--- src/rtl/bit_shift_arb_pkg.sv ---
// rtl/bit_shift_arb_pkg.sv - shared widths and FSM state encoding for bit_shift_arbiter
package bit_shift_arb_pkg;

    localparam int DATA_IN_W  = 16;
    localparam int DATA_OUT_W = 8;
    localparam int SHAMT_W    = 3;
    localparam int STAT_W     = 16;

    typedef enum logic [1:0] {
        IDLE  = 2'd0,
        SHIFT = 2'd1,
        RESP  = 2'd2
    } state_e;

endpackage

--- src/rtl/bit_shift_arbiter_rr_arbiter.sv ---
// rtl/bit_shift_arbiter_rr_arbiter.sv - combinational round-robin grant picker (pointer held by parent)
module rr_arbiter #(
    parameter  int N  = 4,
    localparam int IW = (N > 1) ? $clog2(N) : 1
) (
    input  logic [N-1:0]  req,
    input  logic          advance,
    input  logic [IW-1:0] last_grant,
    output logic [N-1:0]  grant
);

    logic found;

    // Search upward from the slot after last_grant, wrapping at N; first requester found wins.
    always_comb begin
        grant = '0;
        found = 1'b0;
        if (advance) begin
            for (int k = 1; k <= N; k++) begin
                for (int i = 0; i < N; i++) begin
                    if (!found && req[i] && (i == ((int'(last_grant) + k) % N))) begin
                        grant[i] = 1'b1;
                        found    = 1'b1;
                    end
                end
            end
        end
    end

endmodule

--- src/rtl/bit_shift_arbiter.sv ---
// rtl/bit_shift_arbiter.sv - round-robin sharing of one bit_shift unit; optional BIT_SHIFT_ARB_STATS_EN grant counters
module bit_shift_arbiter #(
    parameter  int NUM_REQ    = 4,
    parameter  int DATA_IN_W  = bit_shift_arb_pkg::DATA_IN_W,
    parameter  int DATA_OUT_W = bit_shift_arb_pkg::DATA_OUT_W,
    parameter  int SHAMT_W    = bit_shift_arb_pkg::SHAMT_W,
    localparam int ID_W       = $clog2(NUM_REQ)
) (
    input  logic                           clock,
    input  logic                           reset,
    input  logic [NUM_REQ-1:0]             req_valid,
    output logic [NUM_REQ-1:0]             req_ready,
    input  logic [NUM_REQ*DATA_IN_W-1:0]   req_data,
    input  logic [NUM_REQ*SHAMT_W-1:0]     req_shamt,
    input  logic [NUM_REQ-1:0]             req_dir,
    output logic [DATA_IN_W-1:0]           sh_data_in,
    output logic [SHAMT_W-1:0]             sh_shift_amount,
    output logic                           sh_shift_direction,
    input  logic [DATA_OUT_W-1:0]          sh_data_out,
    output logic                           resp_valid,
    input  logic                           resp_ready,
    output logic [DATA_OUT_W-1:0]          resp_data,
    output logic [ID_W-1:0]                resp_id
`ifdef BIT_SHIFT_ARB_STATS_EN
    ,
    output logic [NUM_REQ*bit_shift_arb_pkg::STAT_W-1:0] grant_count
`endif
);

    import bit_shift_arb_pkg::*;

    state_e                 state_q;
    logic [ID_W-1:0]        last_grant_q;
    logic [ID_W-1:0]        id_q;
    logic [DATA_IN_W-1:0]   sh_data_q;
    logic [SHAMT_W-1:0]     sh_shamt_q;
    logic                   sh_dir_q;
    logic                   resp_valid_q;
    logic [DATA_OUT_W-1:0]  resp_data_q;
    logic [ID_W-1:0]        resp_id_q;

    logic [NUM_REQ-1:0]     grant;
    logic [ID_W-1:0]        grant_idx;
    logic [DATA_IN_W-1:0]   sel_data;
    logic [SHAMT_W-1:0]     sel_shamt;
    logic                   sel_dir;

    rr_arbiter #(.N(NUM_REQ)) u_rr (
        .req        (req_valid),
        .advance    ((state_q == IDLE) && !reset),
        .last_grant (last_grant_q),
        .grant      (grant)
    );

    // One-hot grant to index and operand mux for the granted requester.
    always_comb begin
        grant_idx = '0;
        sel_data  = '0;
        sel_shamt = '0;
        sel_dir   = 1'b0;
        for (int i = 0; i < NUM_REQ; i++) begin
            if (grant[i]) begin
                grant_idx = ID_W'(i);
                sel_data  = req_data[i*DATA_IN_W +: DATA_IN_W];
                sel_shamt = req_shamt[i*SHAMT_W +: SHAMT_W];
                sel_dir   = req_dir[i];
            end
        end
    end

    // Accept in IDLE, let the shifter settle in SHIFT, hold the response in RESP until taken.
    always_ff @(posedge clock) begin
        if (reset) begin
            state_q      <= IDLE;
            last_grant_q <= ID_W'(NUM_REQ - 1);
            id_q         <= '0;
            sh_data_q    <= '0;
            sh_shamt_q   <= '0;
            sh_dir_q     <= 1'b0;
            resp_valid_q <= 1'b0;
            resp_data_q  <= '0;
            resp_id_q    <= '0;
        end else begin
            case (state_q)
                IDLE: begin
                    if (|req_valid) begin
                        sh_data_q    <= sel_data;
                        sh_shamt_q   <= sel_shamt;
                        sh_dir_q     <= sel_dir;
                        id_q         <= grant_idx;
                        last_grant_q <= grant_idx;
                        state_q      <= SHIFT;
                    end
                end
                SHIFT: begin
                    resp_data_q  <= sh_data_out;
                    resp_id_q    <= id_q;
                    resp_valid_q <= 1'b1;
                    state_q      <= RESP;
                end
                RESP: begin
                    if (resp_ready) begin
                        resp_valid_q <= 1'b0;
                        state_q      <= IDLE;
                    end
                end
                default: state_q <= IDLE;
            endcase
        end
    end

    assign req_ready          = grant;
    assign sh_data_in         = sh_data_q;
    assign sh_shift_amount    = sh_shamt_q;
    assign sh_shift_direction = sh_dir_q;
    assign resp_valid         = resp_valid_q;
    assign resp_data          = resp_data_q;
    assign resp_id            = resp_id_q;

`ifdef BIT_SHIFT_ARB_STATS_EN
    logic [NUM_REQ*STAT_W-1:0] cnt_q;

    // Per-requester accept counters, saturating at all-ones.
    always_ff @(posedge clock) begin
        if (reset) begin
            cnt_q <= '0;
        end else begin
            for (int i = 0; i < NUM_REQ; i++) begin
                if (req_ready[i] && (cnt_q[i*STAT_W +: STAT_W] != {STAT_W{1'b1}})) begin
                    cnt_q[i*STAT_W +: STAT_W] <= cnt_q[i*STAT_W +: STAT_W] + STAT_W'(1);
                end
            end
        end
    end

    assign grant_count = cnt_q;
`endif

endmodule
--- config.mk ---
export PLATFORM = sky130hd
export DESIGN_NAME = bit_shift_arbiter
export DESIGN_NICKNAME = d
export VERILOG_FILES = /design/src/rtl/bit_shift_arb_pkg.sv /design/src/rtl/bit_shift_arbiter_rr_arbiter.sv /design/src/rtl/bit_shift_arbiter.sv
export SDC_FILE = /design/constraint.sdc
export NUM_CORES = 1
export LEC_CHECK = 0
export CORE_ASPECT_RATIO = 0.8
export CORE_MARGIN = 1.5
export CORE_UTILIZATION = 32
export CTS_CLUSTER_SIZE = 40
export DETAILED_ROUTE_END_ITERATION = 8
export PLACE_DENSITY = 0.77
export SLEW_MARGIN = 20
export SYNTH_ARGS = -nofsm -noshare
export SYNTH_HDL_FRONTEND = slang
export SYNTH_SLANG_ARGS = --single-unit
--- constraint.sdc ---
create_clock -name clock -period 1.4 [get_ports clock]
set_input_delay 0.21 -clock clock [delete_from_list [all_inputs] [get_ports clock]]
set_output_delay 0.21 -clock clock [all_outputs]
set_load 0.01 [all_outputs]
==> impl.org, run 1 <==
** Outcome
- The flow ran to the end, but the final reports show violations.
- Violations in the final reports :: negative setup slack

** Setup path
- In this design, the stage delay of the slowest critical-path cell is 0.38 ns.
- The worst register-to-register path begins at state_q[0]$_SDFFE_PP0P_.
- The worst setup path is launched from a flip-flop.
- The most critical setup path has its startpoint at state_q[0]$_SDFFE_PP0P_.
- Series of cell instances along the critical path :: buf_6 -> or3_4 -> nor2b_4 -> buf_12 -> a22oi_2 -> o21ai_1
- Critical Path AT :: 1.74 ns
- The endpoint identified for the worst register-to-register timing path is sh_shift_direction$_SDFFE_PP0P_.
- Together, buffers and inverters on the worst path number 2.
- Worst Path Class, Setup :: reg -> reg
- For the worst flop-to-flop path, the logic depth is 6.
- At the worst endpoint, the required time is 1.57 ns.
- In this design, the largest share of critical-path delay is due to simple AND/OR/NAND/NOR gates.
- Of all nets on the critical path, the largest fanout is 5.
- Among all stages on the critical path, the largest delay is contributed by or3_4.
- Setup slack on the worst flop-to-flop path :: -0.17 ns
- Worst setup EP type :: flip-flop

** Yosys
- The share of the Yosys chip area taken by registers is 39.1%.
- Each instance of the synthesized netlist takes up on average 8.98 sq um.
- FFs w/ async S/R, synth :: 0%
- After synthesis, the share of cell area in mux cells is 0%.
- Leading post-synthesis cells by cell area :: dfxtp_1 39%, a22oi_2 13%, a221oi_1 9.2%
- Post-synth net total :: 306
- Synthesis warning total :: 0
- Post-Synth Adder-Cell Area :: 0%
- Parity-gate share of the synthesized area counting xor and xnor cells :: 0%
- Post-synth top area share :: 39.1%
- The number of different library cells used by synthesis comes to 32.
- Synthesis handed over a netlist of 211 instances.
- Primary flip-flop cell chosen by synthesis mapping :: dfxtp_1
- Register bit count reported by yosys :: 37
- Top post-synthesis cells by count :: 37 x dfxtp_1, 24 x nand2_1, 23 x o21ai_0
- Summing the areas of all and, or, nand and nor instances in the mapped netlist gives 11.6% of the synthesized area.
- Post-synth design cell area :: 1890 sq um
- Largest family of logic cells by synthesized area :: compound AO/OA/AOI/OAI gates
- The biggest area contributor in the post-synthesis netlist is dfxtp_1.
- Most repeated cell in the gate-level netlist after synthesis :: dfxtp_1
- Number of flops mapped to enable cells by yosys :: 0
- The synthesized netlist devotes 42.1% of its cell area to compound gates.

** Floorplanning
- During I/O placement, the number of pins put on the boundary was 130.
- The die covers 6390 sq um.
- Row generation in the floorplan step produced 24 rows.
- Effective utilization at floorplan :: 33.9%
- Die width :: 89.0 microns
- Placeable core area :: 5590 sq um
- DIE HEIGHT :: 71.8 microns

** Timing
- Setup slack of the critical path after layout :: -0.167 ns
- Maximum frequency from static timing analysis :: 638 MHz
- Post-layout minimum cycle time :: 1.57 ns
- Setup total negative slack on the finished layout was measured at -2.93 ns.
- Setup repair after global routing could not meet its margin everywhere.
- At the pin with the least slew margin, the transition time is 0.454 ns.
- The number of slew-limit violations in the final report is 0.
- Final number of hold-violating endpoints :: 0
- Relative max-transition margin :: 69.7%
- The final critical path takes up 112% of the cycle.
- Between clock sinks in the finished design, the worst skew comes to 0.00775 ns.
- Setup violation total in the final timing report :: 27

** Placed design
- Buffers added on ports :: 129
- Placer's final routability congestion estimate :: 0.783
- The HPWL after detailed placement is 5.17 mm.
- Setup slack at placement :: -0.710 ns
- Total cell area at the placement stage :: 3360 sq um
- After detailed placement, the design holds a cell count of 419.

** Clocking
- TritonCTS built the clock tree.
- In this run, CTS created clock tree buffers numbering 5.
- In this run the clock root is driven by a clkbuf_8.
- After clock tree synthesis, the clock-pin slew on the worst setup and hold paths is 0.08 ns.
- The number of hold buffers added after CTS was 0.
- Worst-case clock buffer depth :: 2
- Clock tree synthesis found a total of 37 sinks.
- The later pin in the worst-skew pair is clocked with a latency of 0.29 ns.
- CTS H-Tree Depth :: 2

** Pwr
- Combinational logic is responsible for 41.8% of the overall power.
- Of the total power, the share spent switching nets is 33.0%.
- Maximum VDD drop :: 451 uV
- Clock share of power :: 21.5%
- Int Pwr :: 0.00235 W
- Leakage component of the power :: 1.64 nW
- Pwr Density :: 898 nW/um^2
- For this design the total switching power over the nets is 0.00116 W.
- Part of the power in registers :: 36.7%

** Cells and area
- Finished Cell Area :: 3910 sq um
- Growth of design area from synthesis to finish :: 106%
- In the final design database the tool counted 452 nets.
- The post-route netlist has 30.2% of its cells at a drive strength greater than 1.
- Antenna Cells :: 0
- Util after Layout :: 69.9%
- The finished layout holds 436 standard cells, fillers aside.

** Routing
- Aggregate routed wire length :: 8.47 mm
- Via-per-instance ratio :: 5.37
- TritonRoute pass-1 iters :: 4
- After detailed routing, the average wire length per cell comes to 19.4 microns.
- Initial DRC count :: 100
- Summing over every cut layer, the via total after detailed routing is 2340.
- After detailed routing, the number of remaining DRC violations is 0.
- Detail Route Antenna Nets :: 0

** Global routing
- The initial antenna violation count came to 0.
- Global-route usage over all layers :: 25.0%
- Entering global routing, the biggest net connects 23 pins.
- Wire length of the first global-routing pass :: 12.1 mm
- The via count of the first global-routing pass was 2336.
- Overall overflow remaining after global route :: 0

** Job
- Max-cap violations in this run came to 0.

** Hold path
- Hold Path Sink :: resp_data[4]$_SDFFE_PP0P_
- Min-delay worst type :: reg -> reg
- Min-delay src :: resp_data[4]$_SDFFE_PP0P_
- Counting instances, the worst hold path has a depth of 2.
registers in the layout, summed over array words and instances, names as in the netlist:
name,flops
resp_data,8
id_q,2
sh_data_in,16
state_q,2
resp_id,2
sh_shift_direction,1
last_grant_q,2
sh_shift_amount,3
resp_valid,1
worst max path at each step:
stage / depth (start not counted) / to
after floorplan: 7 / sh_data_in[0]$_SDFFE_PP0P_
after global placement: 7 / req_ready[3]
after detailed placement: 7 / req_ready[3]
after CTS: 6 / req_ready[3]
after global routing: 6 / req_ready[3]
final: 6 / sh_shift_direction$_SDFFE_PP0P_
final cells by class:
cell class	instances	area, sq um
repair buffers	159	1690
fillers	423	1680
inverters	2	7.51
clock buffers	6	72.6
multi-input cells	152	1280
flip-flops and latches	37	753
clock inverters	2	10.0
well taps	78	97.6
routing by layer:
metal / global-route usage (%) / vias to the layer above / wire length, microns
met5: 0 / - / 0
met1: 29.2 / 1130 / 3500
met2: 43.6 / 88 / 4240
met4: 8.89 / 0 / 260
li1: - / 1096 / -
met3: 7.03 / 26 / 464
per-stage QoR:
stage	hold WS (ns)	total power [W]
floorplan	0.346	0.00182
global placement	0.443	0.00250
detailed placement	0.449	0.00252
CTS	0.457	0.00341
global route	0.473	0.00366
finish	0.453	0.00351
worst register-to-register path: stages, from the launching register on:
cell and delay (ns):
dfxtp_4 0.36, buf_6 0.11, or3_4 0.38, nor2b_4 0.18
buf_12 0.15, a22oi_2 0.15, o21ai_1 0.11
power groups by stage:
stage | Sequential, W | Combinational (W) | Clock, W
final | 0.00129 | 0.00147 | 0.000753
after global placement | 0.00130 | 0.00120 | 0
after floorplan | 0.00135 | 0.000473 | 0
after CTS | 0.00128 | 0.00135 | 0.000770
after detailed placement | 0.00130 | 0.00122 | 0
after global routing | 0.00130 | 0.00155 | 0.000807
logic make-up (layout without fill, tap and decap cells):
family / Yosys count / count (layout)
DFF: 37 / 37
AOI/OAI and AO/OA: 109 / 109
and+or+nand+nor: 43 / 43
buffers and inverters: 22 / 169
what timing repair did:
action	4_1_cts	5_1_grt
pin swaps	26	7
hold endpoints to repair	0	0
gates resized for setup	100	34
endpoints found under the setup margin	46	42
setup buffers	7	0
cloned	2	1
placed cells by master (no fill, tap or decap), drive strengths merged, types with 2 or more instances in the layout:
cell type,instances
nor2b,5
dlygate4sd2,19
dlymetal6s2s,13
clkdlybuf4s50,90
and2,2
dfxtp,37
nor2,4
inv,2
a22oi,20
clkinv,2
a221oi,20
nand2,24
a21oi,20
buf,34
o21ai,44
clkbuf,8
(Power assumes the default switching activity.)
==> run 2, diff against run 1 <==
--- a/config.mk
+++ b/config.mk
@@ -10,7 +10,7 @@
 export CORE_UTILIZATION = 32
 export CTS_CLUSTER_SIZE = 40
 export DETAILED_ROUTE_END_ITERATION = 8
-export PLACE_DENSITY = 0.77
+export PLACE_DENSITY = 0.76
 export SLEW_MARGIN = 20
 export SYNTH_ARGS = -nofsm -noshare
 export SYNTH_HDL_FRONTEND = slang
==> run 2 against run 1 <==
Compared with the run above: the flow still finishes with violations (negative setup slack); critical path depth fell by 1; non-clock buffer count fell by 3; global-route usage fell by 1.0 points; clock power rose by 46%; via count fell by 2.7%; sequential cell count did not move; setup slack got worse by 0.0095 ns; wire length fell by 6.7%; die area did not move; count of clock-buffer cells in the layout fell by 1; worst hold slack got worse by 0.018 ns.
==> impl.org, run 2 (synthesis gave the netlist of run 1 again) <==
** Outcome
- The flow ran to the end, but the final reports show violations.
- Violations in the final reports :: negative setup slack

** Pwr
- Net switching is 29.1% of the power.
- Int Pwr :: 0.00270 W
- The worst-case IR drop observed on VDD is 679 uV.
- In this run the power density over the cells is 978 nW/um^2.
- The share of total power dissipated in the clock network is 28.8%.
- For this design the static power due to leakage is 1.71 nW.
- Total power for the finished layout comes to 0.00381 W.
- Net switching power of the design :: 0.00111 W
- Combinational logic is responsible for 37.4% of the overall power.
- Per report_power, the sequential group accounts for 33.8% of the total.

** Timing
- After layout, the worst setup slack is -0.177 ns.
- Clock Skew :: 0.00459 ns
- Slew Limit Fails :: 0
- Ratio of final minimum period to clock period :: 113%
- Post-layout minimum cycle time :: 1.58 ns
- Total Neg Setup Slack :: -2.40 ns
- Setup repair after global routing missed its margin :: true
- Relative max-transition margin :: 69.8%
- The final count of hold timing violations came to 0.
- Setup violation total in the final timing report :: 25
- Final hold analysis gives a worst-case slack of 0.435 ns.
- Maximum frequency from static timing analysis :: 634 MHz
- Worst Max-Slew Pin Slew :: 0.454 ns

** Setup path
- The worst setup path is launched from a flip-flop.
- Endpoint of the most critical register-to-register path :: sh_shift_amount[1]$_SDFFE_PP0P_
- Number of cell instances on the worst register-to-register path :: 6
- Worst Path Class, Setup :: reg -> out
- Data on the critical path is required at its endpoint by 1.19 ns.
- Setup slack on the worst flop-to-flop path :: -0.13 ns
- Series of cell instances along the critical path :: inv_2 -> a21oi_2 -> o221a_4 -> and2_4 -> buf_6
- In this run the critical register-to-register path is launched from state_q[0]$_SDFFE_PP0P_.
- For this design, the slowest cell found on the critical path is dfxtp_4.
- The largest single stage delay on the critical path is 0.42 ns.
- STA classifies the critical path endpoint as an output port.
- At the worst endpoint, the arrival time is 1.37 ns.
- CP max FO :: 8

** Placed design
- Final HPWL from detailed placement :: 5.36 mm
- Placer's final routability congestion estimate :: 0.764
- Setup slack at placement :: -0.725 ns
- During placement, the flow inserted port buffers numbering 129.

** Global routing
- Across every metal layer, demand over resource in global routing totals 24.0%.
- Antenna violations before repair :: 0
- Wire length of the first global-routing pass :: 11.6 mm
- In the global route stage, met3 resource usage came out at 5.88%.
- The via count of the first global-routing pass came to 2309.
- For met2 alone, demand over resource in global routing was 42.8%.
- Entering global routing, the biggest net connects 23 pins.
- Overall overflow remaining after global route :: 0
- For met1 alone, demand over resource in global routing was 27.5%.
- Busiest layer in global routing :: met2

** Hold path
- The min-delay analysis places its worst path in the category in -> reg.
- The worst hold path terminates at resp_valid$_SDFFE_PP0P_.
- Number of stages on the worst hold path :: 3
- Min-delay src :: reset

** Floorplanning
- Placeable core area :: 5590 sq um
- Effective utilization at floorplan :: 33.9%
- DIE HEIGHT :: 71.8 microns
- Full die area :: 6390 sq um
- Count of pins on the block boundary :: 130
- From left edge to right edge, the die measures 89.0 microns.
- After floorplanning, the core was divided into 24 placement rows.

** Cells and area
- The register with the most flip-flops in the layout has 16 of them.
- Net count, final :: 449
- Antenna Cells :: 0
- Fraction of layout instances using a drive strength above 1 :: 29.6%
- In the layout the commonest cells are 90 x clkdlybuf4s50_1, 33 x dfxtp_1, 22 x o21ai_1, 22 x nand2_1, 21 x o21ai_0.
- Once layout is complete, the utilization of the core stands at 69.8%.
- Relative to the synthesized area, the layout overhead comes to 106%.
- Leading cell type in the layout, fill and taps excluded :: clkdlybuf4s50_1
- Count of filler cells inserted in the layout :: 417

** Clocking
- CTS tree :: yes
- The tree is rooted in a clkbuf_8.
- Buffers inserted during clock tree synthesis total 5.
- The number of hold buffers added after CTS was 0.
- CTS H-Tree Depth :: 2
- The clock passes through at most 2 buffers.
- Clock-pin slew was measured on the worst setup and hold paths at 0.07 ns.
- Number of clock sinks :: 37
- At the later pin of the worst-skew pair, clock insertion delay measures 0.29 ns.

** Routing
- The first routing iteration left 119 violations.
- Detailed-route wire length per cell :: 18.2 microns
- The routed design has 7.90 mm of wire.
- Detail Route Antenna Nets :: 0
- TritonRoute pass-1 iters :: 4
- Remaining routing DRC violations :: 0
- Via-per-instance ratio :: 5.26
- Summing over every cut layer, the via total after detailed routing is 2276.

** Job
- Max cap viols :: 0
==> run 2: stage by stage <==
step | area (sq um) | cells
after floorplan | 1900 | 211
after global placement | 3380 | 421
after detailed placement | 3380 | 421
after CTS | 3680 | 433
after global routing | 3900 | 433
final | 3900 | 433
==> run 2: power by group through the flow <==
stage | combinational, W | sequential [W] | clock, W
after global placement | 0.00122 | 0.00129 | 0
after global routing | 0.00152 | 0.00130 | 0.00116
final | 0.00142 | 0.00129 | 0.00110
after CTS | 0.00131 | 0.00128 | 0.00111
after floorplan | 0.000473 | 0.00135 | 0
after detailed placement | 0.00123 | 0.00130 | 0
==> run 2: layout make-up <==
class / count / area, sq um / share of cell area, %
Clock inverter: 3 / 65.1 / 1.67
Clock buffer: 5 / 68.8 / 1.77
Tap cell: 78 / 97.6 / 2.50
Multi-Input combinational cell: 152 / 1260 / 32.3
Sequential cell: 37 / 751 / 19.3
Timing Repair Buffer: 156 / 1650 / 42.3
Inverter: 2 / 7.51 / 0.193
==> run 2: per-layer routing <==
layer	wire length [microns]	vias to the layer above	part of all wire (%)
met4	191	0	2.4
li1	-	1092	-
met5	0	-	0
met1	3170	1098	40
met3	467	17	5.9
met2	4060	69	51
==> run 2: how the worst max path moves through the flow <==
stage / from / cells after the start / endpoint / slack, ns
global placement: req_valid[3] / 5 / req_ready[1] / -0.70
detailed placement: req_valid[1] / 8 / sh_shift_amount[1]$_SDFFE_PP0P_ / -0.73
CTS: state_q[1]$_SDFFE_PP0P_ / 4 / req_ready[2] / -0.14
floorplan: last_grant_q[1]$_SDFFE_PP1P_ / 7 / sh_data_in[0]$_SDFFE_PP0P_ / -0.02
finish: last_grant_q[1]$_SDFFE_PP1P_ / 5 / req_ready[0] / -0.18
global route: state_q[1]$_SDFFE_PP0P_ / 4 / req_ready[2] / -0.22
==> run 2: timing repair <==
item	4_1_cts	5_1_grt
pin swaps	5	8
setup endpoints to repair	41	46
cloned	1	1
endpoints found under the hold margin	0	0
buffers inserted	3	0
resized for setup	65	54
==> run 2: critical path: cells and delay by family, from the launching register on <==
family          cells  cell delay [ns]
compound gates      2             0.36
buf+inv             2             0.15
flops               1             0.42
simple gates        1             0.14
==> run 3, diff against run 2 <==
--- a/config.mk
+++ b/config.mk
@@ -10,6 +10,8 @@
 export CORE_UTILIZATION = 32
 export CTS_CLUSTER_SIZE = 40
 export DETAILED_ROUTE_END_ITERATION = 8
+export GPL_ROUTABILITY_DRIVEN = 1
+export HOLD_SLACK_MARGIN = 0.12
 export PLACE_DENSITY = 0.76
 export SLEW_MARGIN = 20
 export SYNTH_ARGS = -nofsm -noshare
==> results of run 3 <==
Final layout, timing and power as in run 2 (identical DEF).
